**src/rtl/pipe_pkg.sv**
```systemverilog
// Shared MIPS pipeline definitions: control-bundle bit positions, ALU op codes,
// and the hardwired-zero register address.
package pipe_pkg;

  localparam int CTRL_W = 10;

  // Bit positions inside the packed control bundle
  // {regWrite, memRead, memWrite, memToReg, aluSrc, regDst, aluOp[3:0]}
  localparam int CTRL_REG_WRITE  = 9;
  localparam int CTRL_MEM_READ   = 8;
  localparam int CTRL_MEM_WRITE  = 7;
  localparam int CTRL_MEM_TO_REG = 6;
  localparam int CTRL_ALU_SRC    = 5;
  localparam int CTRL_REG_DST    = 4;
  localparam int CTRL_ALUOP_MSB  = 3;
  localparam int CTRL_ALUOP_LSB  = 0;

  localparam logic [3:0] ALUOP_ADD = 4'd0;
  localparam logic [3:0] ALUOP_SUB = 4'd1;
  localparam logic [3:0] ALUOP_AND = 4'd2;
  localparam logic [3:0] ALUOP_OR  = 4'd3;
  localparam logic [3:0] ALUOP_XOR = 4'd4;
  localparam logic [3:0] ALUOP_NOR = 4'd5;
  localparam logic [3:0] ALUOP_SLT = 4'd6;
  localparam logic [3:0] ALUOP_SLL = 4'd7;
  localparam logic [3:0] ALUOP_SRL = 4'd8;
  localparam logic [3:0] ALUOP_LUI = 4'd9;

  localparam logic [4:0] REG_ZERO = 5'd0;

  function automatic logic [4:0] resolve_wr_addr(input logic       reg_dst,
                                                 input logic [4:0] rd,
                                                 input logic [4:0] rt);
    return reg_dst ? rd : rt;
  endfunction

endpackage

```
**src/rtl/load_use_detect.sv**
```systemverilog
// Combinational load-use hazard check between the load in EX and the decode slot.
// A taken branch kills the decode instruction, so it suppresses the stall.
module load_use_detect
  import pipe_pkg::*;
(
  input  logic       ex_valid_i,
  input  logic       ex_mem_read_i,
  input  logic [4:0] ex_wr_addr_i,
  input  logic       id_valid_i,
  input  logic [4:0] id_rs_i,
  input  logic [4:0] id_rt_i,
  input  logic       flush_i,
  output logic       stall_o
);

  // rt is compared even for instructions that do not read it; the extra stall is harmless
  assign stall_o = !flush_i && ex_valid_i && ex_mem_read_i && id_valid_i &&
                   (ex_wr_addr_i != REG_ZERO) &&
                   ((ex_wr_addr_i == id_rs_i) || (ex_wr_addr_i == id_rt_i));

endmodule

```
**src/rtl/id_ex_stage.sv**
```systemverilog
// ID/EX pipeline register: captures negedge register-file operands and decode
// control on posedge, inserts one bubble per load-use hazard, and counts them.
module id_ex_stage
  import pipe_pkg::*;
#(
  parameter int DATA_W = 32,
  parameter int CTRL_W = pipe_pkg::CTRL_W,
  parameter int CNT_W  = 16
) (
  input  logic              clk,
  input  logic              rst,
  input  logic              id_valid,
  input  logic [4:0]        id_rs,
  input  logic [4:0]        id_rt,
  input  logic [4:0]        id_rd,
  input  logic [DATA_W-1:0] id_rdData1,
  input  logic [DATA_W-1:0] id_rdData2,
  input  logic [DATA_W-1:0] id_imm,
  input  logic [DATA_W-1:0] id_pc4,
  input  logic [CTRL_W-1:0] id_ctrl,
  input  logic              flush,
  input  logic              hold,
  output logic              stall,
  output logic              ex_valid,
  output logic [4:0]        ex_rs,
  output logic [4:0]        ex_rt,
  output logic [4:0]        ex_wrAddr,
  output logic [DATA_W-1:0] ex_rdData1,
  output logic [DATA_W-1:0] ex_rdData2,
  output logic [DATA_W-1:0] ex_imm,
  output logic [DATA_W-1:0] ex_pc4,
  output logic [CTRL_W-1:0] ex_ctrl,
  output logic [CNT_W-1:0]  bubble_cnt
);

  logic              valid_q, valid_d;
  logic [4:0]        rs_q, rs_d, rt_q, rt_d, wr_q, wr_d;
  logic [DATA_W-1:0] d1_q, d1_d, d2_q, d2_d, imm_q, imm_d, pc4_q, pc4_d;
  logic [CTRL_W-1:0] ctrl_q, ctrl_d;
  logic [CNT_W-1:0]  cnt_q, cnt_d;
  logic              load_bubble;

  load_use_detect u_lud (
    .ex_valid_i    (valid_q),
    .ex_mem_read_i (ctrl_q[CTRL_MEM_READ]),
    .ex_wr_addr_i  (wr_q),
    .id_valid_i    (id_valid),
    .id_rs_i       (id_rs),
    .id_rt_i       (id_rt),
    .flush_i       (flush),
    .stall_o       (stall)
  );

  // flush beats hold; stall only takes effect when not held (and is already 0 under flush)
  assign load_bubble = flush || (!hold && stall);

  always_comb begin
    valid_d = valid_q;
    rs_d    = rs_q;
    rt_d    = rt_q;
    wr_d    = wr_q;
    d1_d    = d1_q;
    d2_d    = d2_q;
    imm_d   = imm_q;
    pc4_d   = pc4_q;
    ctrl_d  = ctrl_q;
    cnt_d   = cnt_q;
    if (load_bubble) begin
      valid_d = 1'b0;
      rs_d    = '0;
      rt_d    = '0;
      wr_d    = '0;
      d1_d    = '0;
      d2_d    = '0;
      imm_d   = '0;
      pc4_d   = '0;
      ctrl_d  = '0;
      if (stall && (cnt_q != {CNT_W{1'b1}})) begin
        cnt_d = cnt_q + 1'b1;
      end
    end else if (!hold) begin
      valid_d = id_valid;
      rs_d    = id_rs;
      rt_d    = id_rt;
      wr_d    = resolve_wr_addr(id_ctrl[CTRL_REG_DST], id_rd, id_rt);
      d1_d    = id_rdData1;
      d2_d    = id_rdData2;
      imm_d   = id_imm;
      pc4_d   = id_pc4;
      ctrl_d  = id_valid ? id_ctrl : '0;
    end
  end

  always_ff @(posedge clk or posedge rst) begin
    if (rst) begin
      valid_q <= 1'b0;
      rs_q    <= '0;
      rt_q    <= '0;
      wr_q    <= '0;
      d1_q    <= '0;
      d2_q    <= '0;
      imm_q   <= '0;
      pc4_q   <= '0;
      ctrl_q  <= '0;
      cnt_q   <= '0;
    end else begin
      valid_q <= valid_d;
      rs_q    <= rs_d;
      rt_q    <= rt_d;
      wr_q    <= wr_d;
      d1_q    <= d1_d;
      d2_q    <= d2_d;
      imm_q   <= imm_d;
      pc4_q   <= pc4_d;
      ctrl_q  <= ctrl_d;
      cnt_q   <= cnt_d;
    end
  end

  assign ex_valid   = valid_q;
  assign ex_rs      = rs_q;
  assign ex_rt      = rt_q;
  assign ex_wrAddr  = wr_q;
  assign ex_rdData1 = d1_q;
  assign ex_rdData2 = d2_q;
  assign ex_imm     = imm_q;
  assign ex_pc4     = pc4_q;
  assign ex_ctrl    = ctrl_q;
  assign bubble_cnt = cnt_q;

endmodule

```
**config.mk**
```make
export PLATFORM = sky130hd
export DESIGN_NAME = id_ex_stage
export DESIGN_NICKNAME = d
export VERILOG_FILES = /design/src/rtl/pipe_pkg.sv /design/src/rtl/load_use_detect.sv /design/src/rtl/id_ex_stage.sv
export SDC_FILE = /design/constraint.sdc
export NUM_CORES = 1
export LEC_CHECK = 0
export ABC_AREA = 1
export CORE_ASPECT_RATIO = 0.8
export CORE_MARGIN = 3
export CORE_UTILIZATION = 30
export CTS_CLUSTER_DIAMETER = 40
export DETAILED_ROUTE_END_ITERATION = 12
export MAX_ROUTING_LAYER = met4
export PLACE_DENSITY = 0.7
export SYNTH_ARGS = -nofsm -noshare
export SYNTH_HDL_FRONTEND = slang
export SYNTH_SLANG_ARGS = --single-unit
```
**constraint.sdc**
```tcl
create_clock -name clk -period 14.3 [get_ports clk]
set_input_delay 3.575 -clock clk [delete_from_list [all_inputs] [get_ports clk]]
set_output_delay 3.575 -clock clk [all_outputs]
set_load 0.01 [all_outputs]
```
; Yosys cells after proc, flatten, opt, wreduce, memory -nomap -nowiden
; Index checks and enable logic that the tools add are counted.
[op_classes]
n_addsub = 1
n_eq_ne = 4
mux = 20
n_reduce_logical = 13
[ops]
columns = operator, count
row1 = 32-bit 2-to-1 mux, 8
row2 = 5-bit 2-to-1 mux, 7
row3 = 10-bit 2-to-1 mux, 3
row4 = "16-bit by 1-bit adder with 16-bit output, second input constant", 1
row5 = "16-bit inequality test, second input constant", 1
row6 = 5-bit == test, 2
row7 = 1-bit logical AND, 7
row8 = 5-bit nonzero test, 1
row9 = 1-bit logical NOT, 2
row10 = 1-bit logical OR, 2
row11 = 1-bit 2-to-1 mux, 2
row12 = "2-bit by 1-bit inequality test with 1-bit output, second input constant", 1
row13 = 2-bit AND reduction, 1
[totals]
register_bits = 170
input_bits = 158
out_inout_bits = 171
wordCells = 48

; Depth between registers and ports, before layout
; Gate-level depths: netlist of run 1.
[depth]
ltp_word = 9
ltp_mapped = 11
mapped_depth_nobuf = 11

; Modules after synthesis
; A second synthesis of run 1 with hierarchy kept.
[unflattened]
hier_cells = 878
area_unflattened_um2 = 7365.8
[modules_own_cells]
columns = mod, n_inst, cells_each, area_each_um2, seq_area_each_um2
row1 = id_ex_stage, 1, 831, 7161.9, 4254.1
row2 = load_use_detect, 1, 47, 203.9, 0.0

; Worst setup path after synthesis of run 1
; Ideal clock, no wire load.
[synth_timing]
kind = input to output
start = input id_rt[3]
end = output stall
arrival_ns = 4.194
required_ns = 10.725
slack_ns = 6.531
cell_stages = 8
path_buffers = 0
path_cell_list = inv_1 > nand2_1 > nand2_1 > nor2_1 > nand3_2 > nand2_4 > nand2_4 > inv_1
[synth_via]
elab_chain_len = 3
[synth_lines]
columns = item, line
row1 = "start, declared", id_ex_stage.sv:14  ; input logic [4:0] id_rt,
row2 = 5-bit == test, load_use_detect.sv:19  ; ((ex_wr_addr_i == id_rs_i) || (ex_wr_addr_i == id_rt_i));
row3 = 1-bit logical OR, load_use_detect.sv:19
row4 = 1-bit logical AND, load_use_detect.sv:18  ; (ex_wr_addr_i != REG_ZERO) &&
row5 = "end, declared", id_ex_stage.sv:23  ; output logic stall,
; No other way between the ends.

; Worst setup path in the final report of run 1
[layout_timing]
start = input id_valid
end = output stall
[layout_via]
elab_chain_len = 3
[layout_lines]
columns = item, line
row1 = "start, declared", id_ex_stage.sv:12  ; input logic id_valid,
row2 = 1-bit logical AND (2 in a row), load_use_detect.sv:17  ; assign stall_o = !flush_i && ex_valid_i && ex_mem_read_i && id_valid_i &&
row3 = 1-bit logical AND, load_use_detect.sv:18
; No other way between the ends.

==> flow_metrics.tcl, run 1 <==
set metrics [dict create \
    worstPathMaxFanout 16 \
    dieArea_um2 27700 \
    floorplan.initialDensity_pct 31.1 \
    synth_fp_nets 1051 \
    io_pins 329 \
    end_kind "output pin" \
    slack_of_the_critical_path_ns 5.06 \
    cts.sink_count 170 \
    timing.critical_path.arrival_ns 5.66 \
    hold_end "ex_ctrl[7]" \
    globalRouteOverflowTotal 0 \
    synth_area_per_inst_um2 8.66 \
    use_met1_pct 23.1 \
    worst_hold_startpoint "ex_ctrl[7]" \
    reg2reg_slack_ns 11.46 \
    drive_gt1_share_pct 9.55 \
    buffer_ports.inserted 328 \
    all_layer_global_routing_usage_pct 18.2 \
    coreArea_um2 24800 \
    numCtsBuffers 17 \
    clockRootBuffer "clkbuf_16" \
    grt_first_pass_wirelength_mm 38.5 \
    crit_required_ns 10.72 \
    start_kind "input pin" \
    ys_warn_count 0 \
    worst_hold_slack_ns 0.483 \
    worst-slew-pin-transition_ns 1.15 \
    routed-via-count 7140 \
    routed_wl_mm 25.1 \
    nNetsFinal 1350 \
    clock_tree.htree_level_count 4 \
    finClkSkew_ns 0.00964 \
    dieHeight_um 149 \
    final_core_util_pct 47.5 \
    ctsHoldBuffers 0 \
    drtIter0Drc 375 \
    rd_place_congestion 0.809 \
    criticalPathCategory "in2out" \
    grt_util_met2_pct 28.3 \
    post-dp-hpwl_mm 17.3 \
    area_growth_syn_to_layout_pct 52.6 \
    grt_pass1_vias 7183 \
    worst_r2r_startpoint "ex_wrAddr[2]" \
    timing.final.hold_violations 0 \
    syn-instance-count 892 \
    grt_use_met3_pct 5.83 \
    holdCritPathClass "reg2reg" \
    yosys_register_bits 170 \
    power_per_cell_area_nw_per_um2 103 \
    post_cts.repair.setup_buffers 0 \
    ir_worst_vdd_mv 0.0694 \
    detail_route.drc_violations 0 \
    die_width_um 185 \
    total_leakage_power_nw 5.25 \
    clock_tree.buffer_depth 2 \
    path_clk_slew_ns 0.07 \
    max_freq_mhz 108 \
    synth_cell_type_count 32 \
    r2r-end "bubble_cnt[2]" \
    avgViaCountPerCell 4.68 \
    mappedNetlistArea_um2 7720 \
    rows 51 \
    run_status "complete, no violations" \
    time_the_final_worst_path_needs_with_i_o_delays_and_setup_ns 9.24 \
    grt_start_max_net_pins 107 \
    preCtsSetupSlack_ns 5.10 \
    antenna_found_initial 4 \
    grt_most_used_layer "met2" \
    wl_per_cell_um 16.4 \
    synth_sequential_area_ratio_pct 55.1 \
    clk-insertion-delay-late_ns 0.43 \
    max_cap_viol_count 0 \
    tritoncts "done" \
    worst_r2r_path_depth 11 \
    final-setup-viol-count 0 \
    rsz0062_at_grt "no" \
    timing.final.max_slew_violations 0 \
    relative_slew_slack_pct 23.1 \
    dr.pass1.iters 5 \
    detail-route-antenna-nets 0 \
    worst_hold_path.num_cells 2 \
    cts.repair.resized 0 \
    timing.setup.tns_ns 0 \
    post-route-period-util_pct 64.6 \
]
## how the worst max path moves through the flow
stage | to | startpoint | slack [ns] | cells after the start
finish | stall | id_valid | 5.06 | 8
global route | stall | id_valid | 4.91 | 8
CTS | stall | id_valid | 5.07 | 8
detailed placement | stall | id_valid | 5.10 | 8
global placement | stall | id_rs[2] | 5.13 | 10
floorplan | bubble_cnt[0] | rst | 6.12 | 1
## cell usage after synthesis, drive strengths merged
library cell | instances | share of area (%)
nand4 | 14 | 1.1
nor2 | 25 | 1.4
buf | 29 | 3.0
inv | 39 | 1.9
o21ai | 61 | 4.4
clkinv | 1 | 0.049
xnor2 | 9 | 1.0
nand3 | 30 | 2.1
ha | 1 | 0.16
dfrtp | 170 | 55
o22ai | 3 | 0.24
nand2 | 388 | 19
xor2 | 5 | 0.57
a21oi | 86 | 8.0
nand3b | 1 | 0.097
clkbuf | 26 | 1.3
o2111ai | 1 | 0.19
nor3 | 3 | 0.19
## per-layer routing
layer  up-vias  part of all wire, %
met5         -                    0
met4         0                  1.4
met3        24                  8.6
met2       249                   46
met1      3419                   44
li1       3448                    -
## worst max-delay path: stages
cell and delay (ns):
clkdlybuf4s50_1 0.72, nand2_1 0.10, nor3_1 0.16, o21ai_1 0.10, inv_2 0.12, nand2_4 0.15
inv_1 0.16, clkdlybuf4s50_1 0.58
## area by class of cell
type | count | area [um^2]
Fill cell | 2338 | 13000
Sequential cell | 170 | 4250
Antenna cell | 4 | 10.0
Clock buffer | 19 | 453
Inverter | 40 | 155
Clock inverter | 13 | 181
Tap cell | 318 | 398
Multi-Input combinational cell | 627 | 2990
Timing Repair Buffer | 335 | 3340
## layout by cell type (no fill, tap or decap), types with 10 or more instances in the layout
master,count
a21oi_1,36
a21oi_2,50
clkbuf_16,17
clkdlybuf4s50_1,328
dfrtp_1,170
inv_1,33
nand2_1,384
nand3_1,28
nand4_1,14
nor2_1,22
o21ai_0,49
o21ai_2,10
## flip-flops by register name, summed over array words and instances (netlist names)
register / cells
ex_imm: 32
ex_pc4: 32
ex_rdData1: 32
ex_rdData2: 32
bubble_cnt: 16
ex_ctrl: 10
ex_rs: 5
ex_rt: 5
ex_wrAddr: 5
ex_valid: 1
## power breakdown
part	switching [mW]	leakage (nW)	internal (mW)	total, mW
Sequential	0.0160	2.25	0.506	0.522
Clock	0.212	0.314	0.290	0.503
Combinational	0.0912	2.68	0.102	0.193
## kinds of logic (layout without fill, tap and decap cells)
group | Yosys count | after routing | share of synthesized area (%)
buffers and inverters | 95 | 407 | 6.21
flip-flops | 170 | 170 | 55.1
XOR/XNOR | 14 | 14 | 1.59
adder cells (fa/ha/maj) | 1 | 1 | 0.162
other | 0 | 4 | 0
AO/OA/AOI/OAI | 151 | 151 | 12.9
AND/OR/NAND/NOR | 461 | 461 | 24.1
## through the flow
stage | instances | total power [mW] | instance area [um^2]
after floorplan | 892 | 0.610 | 7720
after global placement | 1490 | 0.725 | 11100
after detailed placement | 1490 | 0.727 | 11100
after CTS | 1522 | 1.24 | 11800
after global routing | 1526 | 1.28 | 11800
final | 1526 | 1.22 | 11800
(Power assumes the default switching activity.)
==> inputs of run 2 (changes only) <==
--- a/config.mk
+++ b/config.mk
@@ -12,7 +12,7 @@
 export CTS_CLUSTER_DIAMETER = 40
 export DETAILED_ROUTE_END_ITERATION = 12
 export MAX_ROUTING_LAYER = met4
-export PLACE_DENSITY = 0.7
+export PLACE_DENSITY = 0.72
 export SYNTH_ARGS = -nofsm -noshare
 export SYNTH_HDL_FRONTEND = slang
 export SYNTH_SLANG_ARGS = --single-unit
==> constraint.sdc (replaced) <==
create_clock -name clk -period 8.1 [get_ports clk]
set_input_delay 2.025 -clock clk [delete_from_list [all_inputs] [get_ports clk]]
set_output_delay 2.025 -clock clk [all_outputs]
set_load 0.01 [all_outputs]
==> run 2 against run 1 <==
Net effect:
- global-route usage increased by 0.36 points
- design area decreased by 0.14%
- die area unchanged
- largest cell class unchanged
- count of clock-buffer cells in the layout decreased by 2
- largest power group unchanged
- sequential share of layout area about the same
- non-clock buffer count decreased by 1
- first-iteration DRC count increased by 38%
- highest routed layer unchanged
==> flow_metrics.tcl, run 2 (synthesized netlist as in run 1, its figures left out) <==
set metrics [dict create \
    clk-insertion-delay-late_ns 0.43 \
    finClkSkew_ns 0.0126 \
    worstPathMaxFanout 16 \
    worst_r2r_path_depth 10 \
    fin_area_um2 11800 \
    worst-slew-pin-transition_ns 1.08 \
    timing.critical_path.arrival_ns 4.07 \
    routed-via-count 7173 \
    p_total_mw 2.16 \
    layout_common_cells "nand2_1, clkdlybuf4s50_1, dfrtp_1" \
    numCtsBuffers 17 \
    numPlacedInstances 1489 \
    start_kind "input pin" \
    use_met1_pct 23.2 \
    all_layer_global_routing_usage_pct 18.6 \
    max_cap_viol_count 0 \
    worst_hold_path.num_cells 2 \
    grt_util_met2_pct 29.5 \
    timing.critical_path.cells "clkdlybuf4s50_1, nand2_1, nor3_1, o21ai_1, inv_2, nand2_4, inv_1, clkdlybuf4s50_1" \
    die_width_um 185 \
    drtIter0Drc 516 \
    time_the_final_worst_path_needs_with_i_o_delays_and_setup_ns 6.09 \
    dieArea_um2 27700 \
    nNetsFinal 1349 \
    timing.critical_path.mode_cell "clkdlybuf4s50_1" \
    path_clk_slew_ns 0.07 \
    final-setup-viol-count 0 \
    wl_per_cell_um 16.6 \
    max_freq_mhz 164 \
    floorplan.initialDensity_pct 31.1 \
    final_cell_count_no_fill 1522 \
    grt_use_met3_pct 5.81 \
    grt_start_max_net_pins 107 \
    timing.setup.tns_ns 0 \
    critical_path.top_delay_family "buffers and inverters" \
    avgViaCountPerCell 4.71 \
    grt_most_used_layer "met2" \
    worstSetupPathDepth 8 \
    critPathSlowestCell "clkdlybuf4s50_1" \
    holdCritPathClass "reg2reg" \
    number_of_buffer_and_inverter_stages_on_the_critical_path 4 \
    dieHeight_um 149 \
    slack_of_the_critical_path_ns 2.01 \
    rows 51 \
    post_cts.repair.setup_buffers 0 \
    timing.final.hold_violations 0 \
    cts.repair.resized 0 \
    post_dp_cell_area_um2 11100 \
    power_per_cell_area_nw_per_um2 183 \
    routed_wl_mm 25.3 \
    grt_pass1_vias 7267 \
    worst_hold_slack_ns 0.481 \
    ctsHoldBuffers 0 \
    post-dp-hpwl_mm 17.6 \
    preCtsSetupSlack_ns 2.03 \
    detail_route.drc_violations 0 \
    rd_place_congestion 0.872 \
    clock_tree.htree_level_count 4 \
    tritoncts "done" \
    crit_path_max_incr_delay_ns 0.71 \
    area_growth_syn_to_layout_pct 52.4 \
    globalRouteOverflowTotal 0 \
    criticalPathCategory "in2out" \
    drive_gt1_share_pct 9.40 \
    buffer_ports.inserted 328 \
    relative_slew_slack_pct 28.0 \
    clockRootBuffer "clkbuf_16" \
    antenna_found_initial 2 \
    final_core_util_pct 47.4 \
    post-route-period-util_pct 75.2 \
    end_kind "output pin" \
    rsz0062_at_grt "no" \
    run_status "complete, no violations" \
    clock_tree.buffer_depth 2 \
    leading_cell_type_in_the_layout_fill_and_taps_excluded "nand2_1" \
    grt_first_pass_wirelength_mm 39.4 \
    total_leakage_power_nw 5.24 \
    dr.pass1.iters 4 \
    timing.final.max_slew_violations 0 \
    ir_worst_vdd_mv 0.124 \
    cts.sink_count 170 \
    coreArea_um2 24800 \
    crit_required_ns 6.08 \
    detail-route-antenna-nets 0 \
    io_pins 329 \
]
-- run 2: cell types whose count changed in the layout (fill, tap and decap cells not counted) --
cell,before,now
buf_4,7,6
bufinv_16,3,4
clkbuf_8,2,0
clkinv_2,1,2
clkinv_4,3,0
diode_2,4,2
inv_6,4,7
inv_8,3,2
-- run 2: final cells by class --
type                    count  area [um^2]
repair buffers            334         3330
flip-flops and latches    170         4250
well taps                 318          398
inverters                  40          155
multi-input cells         627         2990
clock inverters            14          205
clock buffers              17          425
fillers                  2357        13100
diodes                      2         5.00
-- run 2: routing by layer --
| metal | vias up | wire length [um] |
|---|---|---|
| li1 | 3436 | - |
| met1 | 3432 | 10600 |
| met2 | 279 | 12100 |
| met3 | 26 | 2230 |
| met4 | 0 | 376 |
| met5 | - | 0 |
-- run 2: worst paths after layout --
path	end	slack, ns	startpoint
worst max-delay path	stall	2.01	id_valid
worst min-delay path	ex_ctrl[4]	0.48	ex_ctrl[4]
worst max register to register	ex_wrAddr[4]	5.12	ex_wrAddr[2]
worst min register to register	ex_ctrl[4]	0.48	ex_ctrl[4]
max in group asynchronous	ex_rdData1[21]	4.56	rst
min in group asynchronous	ex_rdData2[3]	2.14	rst
-- run 2: worst register-to-register path: stages (launching register included) --
cell,delay [ns]
dfrtp_1,0.50
inv_2,0.11
nand2_1,0.07
nand2_1,0.04
nor2_1,0.11
nand3_1,0.19
nand2_4,0.15
nand3_2,0.10
nand2_4,0.72
buf_4,0.68
o21ai_0,0.16
-- run 2: power by group --
part	leakage, nW	switching [mW]	internal, mW
sequential	2.25	0.0287	0.893
clock	0.313	0.367	0.524
combinational	2.68	0.162	0.180
